$ cat config.mk
export PLATFORM = sky130hd
export DESIGN_NAME = alu_serial_rx
export DESIGN_NICKNAME = d
export VERILOG_FILES = /design/src/rtl/alu_rx_pkg.sv /design/src/rtl/alu_rx_frame.sv /design/src/rtl/alu_serial_rx.sv
export SDC_FILE = /design/constraint.sdc
export NUM_CORES = 1
export LEC_CHECK = 0
export ABC_AREA = 0
export BUFFER_PORTS_ARGS = -buffer_cell sky130_fd_sc_hd__buf_2
export CAP_MARGIN = 20
export CELL_PAD_IN_SITES_DETAIL_PLACEMENT = 0
export CELL_PAD_IN_SITES_GLOBAL_PLACEMENT = 1
export CORE_MARGIN = 2
export CORE_UTILIZATION = 49
export CTS_CLUSTER_SIZE = 24
export DETAILED_ROUTE_END_ITERATION = 16
export PLACE_DENSITY_LB_ADDON = 0.1
export SYNTH_ARGS = -nofsm -noshare
export SYNTH_HDL_FRONTEND = slang
export SYNTH_SLANG_ARGS = --single-unit
$ cat constraint.sdc
create_clock -name clk -period 5.4 [get_ports clk]
set_input_delay 1.35 -clock clk [delete_from_list [all_inputs] [get_ports clk]]
set_output_delay 1.35 -clock clk [all_outputs]
set_load 0.02 [all_outputs]
$ cat src/rtl/alu_rx_pkg.sv
// Shared types and helpers for the serial ALU command receiver.
//   operation_t  : legal ALU op codes carried in the control frame
//   frame_type_t : value of the type bit in each frame
//   rx_state_t   : bit-level deserialiser states
//   ERR_*_IDX    : bit positions inside cmd_err
//   crc4_d68     : CRC-4 (x^4+x+1, init 0) over the 68-bit {B, A, 1, op} word
//   op_legal     : true for the op codes the ALU core implements
package alu_rx_pkg;

    typedef enum logic [2:0] {
        OP_AND = 3'b000,
        OP_OR  = 3'b001,
        OP_ADD = 3'b100,
        OP_SUB = 3'b101
    } operation_t;

    typedef enum logic {
        FRAME_DATA = 1'b0,
        FRAME_CTRL = 1'b1
    } frame_type_t;

    typedef enum logic [1:0] {
        RX_IDLE  = 2'd0,
        RX_SHIFT = 2'd1,
        RX_CHECK = 2'd2
    } rx_state_t;

    localparam int ERR_DATA_IDX = 2;
    localparam int ERR_CRC_IDX  = 1;
    localparam int ERR_OP_IDX   = 0;

    // Serial LFSR form, MSB of the input word first.
    function automatic logic [3:0] crc4_d68(input logic [67:0] d);
        logic [3:0] crc;
        logic       fb;
        crc = 4'h0;
        for (int i = 67; i >= 0; i--) begin
            fb  = crc[3] ^ d[i];
            crc = {crc[2:0], 1'b0} ^ (fb ? 4'b0011 : 4'b0000);
        end
        return crc;
    endfunction

    function automatic logic op_legal(input logic [2:0] op);
        logic ok;
        case (op)
            OP_AND, OP_OR, OP_ADD, OP_SUB: ok = 1'b1;
            default:                       ok = 1'b0;
        endcase
        return ok;
    endfunction

endpackage

$ cat src/rtl/alu_rx_frame.sv
// Bit-level deserialiser for 11-bit frames {start=0, type, payload[7:0], stop}.
//   clk, rst_n   : clock, asynchronous active-low reset
//   sin          : serial input, idles high
//   frame_valid  : one-cycle strobe while the completed frame is presented
//   frame_type   : type bit of the completed frame
//   payload      : 8 payload bits, first received bit in [7]
//   stop_ok      : received stop bit was 1
module alu_rx_frame
    import alu_rx_pkg::*;
(
    input  logic        clk,
    input  logic        rst_n,
    input  logic        sin,
    output logic        frame_valid,
    output frame_type_t frame_type,
    output logic [7:0]  payload,
    output logic        stop_ok
);

    rx_state_t   state_reg, state_next;
    logic [3:0]  bit_cnt_reg, bit_cnt_next;
    logic [9:0]  shift_reg, shift_next;

    always_ff @(posedge clk or negedge rst_n) begin
        if (!rst_n) begin
            state_reg   <= RX_IDLE;
            bit_cnt_reg <= 4'd0;
            shift_reg   <= 10'd0;
        end else begin
            state_reg   <= state_next;
            bit_cnt_reg <= bit_cnt_next;
            shift_reg   <= shift_next;
        end
    end

    always_comb begin
        state_next   = state_reg;
        bit_cnt_next = bit_cnt_reg;
        shift_next   = shift_reg;
        case (state_reg)
            RX_IDLE: begin
                if (!sin) begin
                    state_next   = RX_SHIFT;
                    bit_cnt_next = 4'd0;
                end
            end
            RX_SHIFT: begin
                // type, 8 payload bits and stop bit: 10 bits after the start bit
                shift_next   = {shift_reg[8:0], sin};
                bit_cnt_next = bit_cnt_reg + 4'd1;
                if (bit_cnt_reg == 4'd9) begin
                    state_next = RX_CHECK;
                end
            end
            RX_CHECK: begin
                // sin is ignored here, so a start bit in this cycle is missed
                state_next = RX_IDLE;
            end
            default: begin
                state_next = RX_IDLE;
            end
        endcase
    end

    assign frame_valid = (state_reg == RX_CHECK);
    assign frame_type  = frame_type_t'(shift_reg[9]);
    assign payload     = shift_reg[8:1];
    assign stop_ok     = shift_reg[0];

endmodule

$ cat src/rtl/alu_serial_rx.sv
// Serial command receiver: assembles DATA_FRAMES data bytes and one control
// frame into {B, A, op}, classifies errors and offers the command over
// a valid/ready handshake.
//   clk, rst_n  : clock, asynchronous active-low reset
//   sin         : serial input
//   cmd_ready   : consumer accepts the held command
//   cmd_valid   : command held on cmd_a/cmd_b/cmd_op/cmd_err
//   cmd_err     : {ERR_DATA, ERR_CRC, ERR_OP}, at most one bit set
//   overrun     : one-cycle pulse when a new command is dropped
module alu_serial_rx
    import alu_rx_pkg::*;
#(
    parameter int DATA_FRAMES = 8
) (
    input  logic        clk,
    input  logic        rst_n,
    input  logic        sin,
    input  logic        cmd_ready,
    output logic        cmd_valid,
    output logic [31:0] cmd_a,
    output logic [31:0] cmd_b,
    output logic [2:0]  cmd_op,
    output logic [2:0]  cmd_err,
    output logic        overrun
);

    logic        frame_valid;
    frame_type_t frame_type;
    logic [7:0]  payload;
    logic        stop_ok;

    alu_rx_frame u_frame (
        .clk         (clk),
        .rst_n       (rst_n),
        .sin         (sin),
        .frame_valid (frame_valid),
        .frame_type  (frame_type),
        .payload     (payload),
        .stop_ok     (stop_ok)
    );

    // {B, A}: first byte received ends up in B[31:24]
    logic [63:0] ba_reg;
    logic [3:0]  data_cnt_reg;
    logic        bad_seq_reg;

    logic        data_done;
    logic        ctrl_done;
    logic [2:0]  rx_op;
    logic [3:0]  rx_crc;
    logic [2:0]  err_next;

    assign data_done = frame_valid && stop_ok && (frame_type == FRAME_DATA);
    assign ctrl_done = frame_valid && stop_ok && (frame_type == FRAME_CTRL);
    assign rx_op     = payload[6:4];
    assign rx_crc    = payload[3:0];

    always_comb begin
        err_next = 3'b000;
        if ((data_cnt_reg != 4'(DATA_FRAMES)) || bad_seq_reg) begin
            err_next[ERR_DATA_IDX] = 1'b1;
        end else if (rx_crc != crc4_d68({ba_reg, 1'b1, rx_op})) begin
            err_next[ERR_CRC_IDX] = 1'b1;
        end else if (!op_legal(rx_op)) begin
            err_next[ERR_OP_IDX] = 1'b1;
        end
    end

    always_ff @(posedge clk or negedge rst_n) begin
        if (!rst_n) begin
            ba_reg       <= 64'd0;
            data_cnt_reg <= 4'd0;
            bad_seq_reg  <= 1'b0;
        end else if (frame_valid) begin
            if (!stop_ok) begin
                // framing error: the frame is dropped, the command is tainted
                bad_seq_reg <= 1'b1;
            end else if (frame_type == FRAME_DATA) begin
                ba_reg <= {ba_reg[55:0], payload};
                if (data_cnt_reg != 4'd15) begin
                    data_cnt_reg <= data_cnt_reg + 4'd1;
                end
            end else begin
                data_cnt_reg <= 4'd0;
                bad_seq_reg  <= 1'b0;
            end
        end
    end

    // Output handshake
    logic        cmd_valid_reg;
    logic [31:0] cmd_a_reg;
    logic [31:0] cmd_b_reg;
    logic [2:0]  cmd_op_reg;
    logic [2:0]  cmd_err_reg;
    logic        overrun_reg;

    always_ff @(posedge clk or negedge rst_n) begin
        if (!rst_n) begin
            cmd_valid_reg <= 1'b0;
            cmd_a_reg     <= 32'd0;
            cmd_b_reg     <= 32'd0;
            cmd_op_reg    <= 3'd0;
            cmd_err_reg   <= 3'd0;
            overrun_reg   <= 1'b0;
        end else begin
            overrun_reg <= 1'b0;
            if (ctrl_done) begin
                // a command accepted on this same edge frees the slot
                if (!cmd_valid_reg || cmd_ready) begin
                    cmd_valid_reg <= 1'b1;
                    cmd_b_reg     <= ba_reg[63:32];
                    cmd_a_reg     <= ba_reg[31:0];
                    cmd_op_reg    <= rx_op;
                    cmd_err_reg   <= err_next;
                end else begin
                    overrun_reg <= 1'b1;
                end
            end else if (cmd_valid_reg && cmd_ready) begin
                cmd_valid_reg <= 1'b0;
            end
        end
    end

    assign cmd_valid = cmd_valid_reg;
    assign cmd_a     = cmd_a_reg;
    assign cmd_b     = cmd_b_reg;
    assign cmd_op    = cmd_op_reg;
    assign cmd_err   = cmd_err_reg;
    assign overrun   = overrun_reg;

endmodule
==> results.sh <==
export IMPL_status="finished, final reports clean"
export IMPL_cts_repair_resized=0
export IMPL_cts_sink_count=157
export IMPL_ios=76
export IMPL_routed_top_layer="met4"
export IMPL_initial_core_util=0.499
export IMPL_crit_path_max_fanout=5
export IMPL_synth_distinct_cells=36
export IMPL_drive_gt1_frac=0.435
export IMPL_port_buffers=75
export IMPL_p_seq_frac=0.416
export IMPL_p_comb_frac=0.232
export IMPL_p_total_mw=3.34
export IMPL_routed_wl_um=14000
export IMPL_leakage_nw=4.56
export IMPL_fillers=1254
export IMPL_grt_pass1_vias=4291
export IMPL_syn_cell_area_um2=7530
export IMPL_cts_setup_buffers=0
export IMPL_insertion_delay_ns=0.42
export IMPL_final_area_um2=8700
export IMPL_numCtsBuffers=17
export IMPL_grt_max_degree=95
export IMPL_cp_required_ns=5.71
export IMPL_nNetsFinal=599
export IMPL_critical_path_class="register to register"
export IMPL_antenna_left=0
export IMPL_syn_nets=520
export IMPL_multi_input_area_um2=3530
export IMPL_drv_slew=0
export IMPL_ctsHoldBuffers=0
export IMPL_worst_setup_path_start_kind="register"
export IMPL_tightest_slew_ns=0.973
export IMPL_rows=45
export IMPL_synth_top_cell_area_share=0.522
export IMPL_routabilityCongestion=0.826
export IMPL_clk_pin_slew_worst_paths_ns=0.06
export IMPL_layout_common_cells="dfrtp_1 (157), mux2_2 (140), buf_2 (74), xnor2_1 (59)"
export IMPL_die_area_um2=16400
export IMPL_ys_seq_area_frac=0.522
export IMPL_seqCellArea_um2=3930
export IMPL_grt_pass1_wl_um=22900
export IMPL_slew_headroom=0.351
export IMPL_min_period_ns=4.15
export IMPL_pwr_share_clk=0.352
export IMPL_switchingPower_mw=0.962
export IMPL_avgRoutedWirePerCell_um=17.6
export IMPL_yosys_warnings=0
export IMPL_synth_seq_cells=157
export IMPL_dpl_cell_area_um2=8120
export IMPL_post_synth_cell_area_avg_um2=14.7
export IMPL_yosysTopAreaCell="dfrtp_1"
export IMPL_final_common_cell="dfrtp_1"
export IMPL_arrival_ns=4.46
export IMPL_syn_inst=512
export IMPL_synth_area_top_cells="dfrtp_1 (52%), mux2_2 (21%), xnor2_1 (6.9%), xnor3_1 (6.6%), xor2_1 (2.6%)"
export IMPL_wl_met2_um=7240
export IMPL_die_y_um=128
export IMPL_tritoncts="done"
export IMPL_power_per_cell_area_nw_per_um2=384
export IMPL_postLayoutCoreUtil=0.577
export IMPL_wl_met3_um=386
export IMPL_die_width_um=128
export IMPL_ctsHtreeMaxLevel=4
export IMPL_vdd_drop_max_mv=0.252
export IMPL_drc=0
export IMPL_drt_pass1_iterations=4
export IMPL_place_ws_ns=1.29
export IMPL_grt_use_total=0.184
export IMPL_fin_crit_sh=0.769
export IMPL_vias_per_cell=5.23
export IMPL_report_final_hold_viol_count=0
export IMPL_p_int_mw=2.38
export IMPL_cap_viol_max_count=0
export IMPL_holdCritPathClass="register to register"
export IMPL_clockBufferDepth=2
export IMPL_antenna_found_initial=0
export IMPL_overflow=0
export IMPL_drt_iter0_markers=144
export IMPL_root_buffer="clkbuf_16"
export IMPL_p_sw_frac=0.288
export IMPL_fmax_mhz=241
export IMPL_setup_tns_ns=0
export IMPL_cp_end_kind="register"
export IMPL_areaGrowthSynthToFinish_pct=15.6
export IMPL_place_hpwl_um=9730
export IMPL_report_final_setup_viol=0
export IMPL_fin_skew_ns=0.00662
export IMPL_core_um2=15100
export IMPL_met1_length_um=6140
export IMPL_rsz0062_at_grt="no"
export IMPL_antennaDiodeCount=0
export IMPL_vias=4139
export IMPL_largest_reg_flops=64
export IMPL_layout_setup_ws_ns=1.25
[critical path, cell delays in order (launching register included)]
cell,delay [ns]
dfrtp_1,0.42
xnor2_1,0.39
xnor3_2,0.47
xnor3_2,0.40
xnor3_2,0.45
xnor2_2,0.27
xnor3_1,0.35
xnor3_2,0.47
mux2i_1,0.19
a2bb2oi_1,0.18
o22ai_1,0.14
a32o_2,0.28
[stage by stage]
stage | hold WS [ns] | std cells
finish | 0.493 | 792
global route | 0.510 | 792
CTS | 0.495 | 792
detailed placement | 0.486 | 760
global placement | 0.482 | 760
floorplan | 0.465 | 512
[power by group through the flow]
| stage | sequential [mW] | combinational, mW | clock (mW) |
|---|---|---|---|
| 6_report | 1.39 | 0.775 | 1.17 |
| 5_1_grt | 1.41 | 0.847 | 1.25 |
| 4_1_cts | 1.39 | 0.782 | 1.20 |
| 3_5_place_dp | 1.41 | 0.777 | 0 |
| 3_3_place_gp | 1.41 | 0.751 | 0 |
| 2_1_floorplan | 1.37 | 0.638 | 0 |
[kinds of logic after synthesis]
| group | share of synthesized area |
|---|---|
| fa+ha+maj | 0.00665 |
| xor+xnor | 0.196 |
| compound gates | 0.0214 |
| buf+inv | 0.0120 |
| flops | 0.522 |
| mux | 0.216 |
| simple gates | 0.0261 |
[Yosys cell counts, drive strengths merged]
cell,instances
xnor2,61
a32o,2
buf,5
and4,1
nand3,3
o2bb2ai,1
a21o,1
mux2,140
o21bai,2
o21ai,10
a2bb2oi,2
inv,6
and2,2
nand2b,2
nor3,2
xor2,23
nand2,19
xnor3,30
and3,1
clkbuf,13
nor2b,2
dfrtp,157
ha,4
mux2i,5
nor4bb,1
nor2,10
a22o,1
a21oi,4
xor3,1
o22ai,1
[per-layer routing]
layer | up-vias | GRT usage
li1 | 1943 | -
met1 | 2125 | 0.234
met2 | 51 | 0.312
met3 | 20 | 0.0438
met4 | 0 | 0.0640
met5 | - | 0
[cell type report]
cell class,instances,share of cell area
sequential,157,0.451
clock inverter,12,0.0160
timing repair buffer,78,0.0464
multi-input combinational,331,0.405
tap,188,0.0270
inverter,6,0.00259
clock buffer,20,0.0513
[final timing paths]
path / cells after the start / start / to / slack (ns)
hold / removal: 1 / u_frame.state_reg[0] / u_frame.state_reg[0] / 0.49
min in group asynchronous: 1 / rst_n / cmd_b[7] / 0.99
setup / recovery: 11 / ba_reg[55] / cmd_err[0] / 1.25
max in group asynchronous: 2 / rst_n / ba_reg[23] / 3.37
setup reg to reg: 11 / ba_reg[55] / cmd_err[0] / 1.25
hold reg to reg: 1 / u_frame.state_reg[0] / u_frame.state_reg[0] / 0.49
Note: power is estimated with default switching activity, not from simulation.
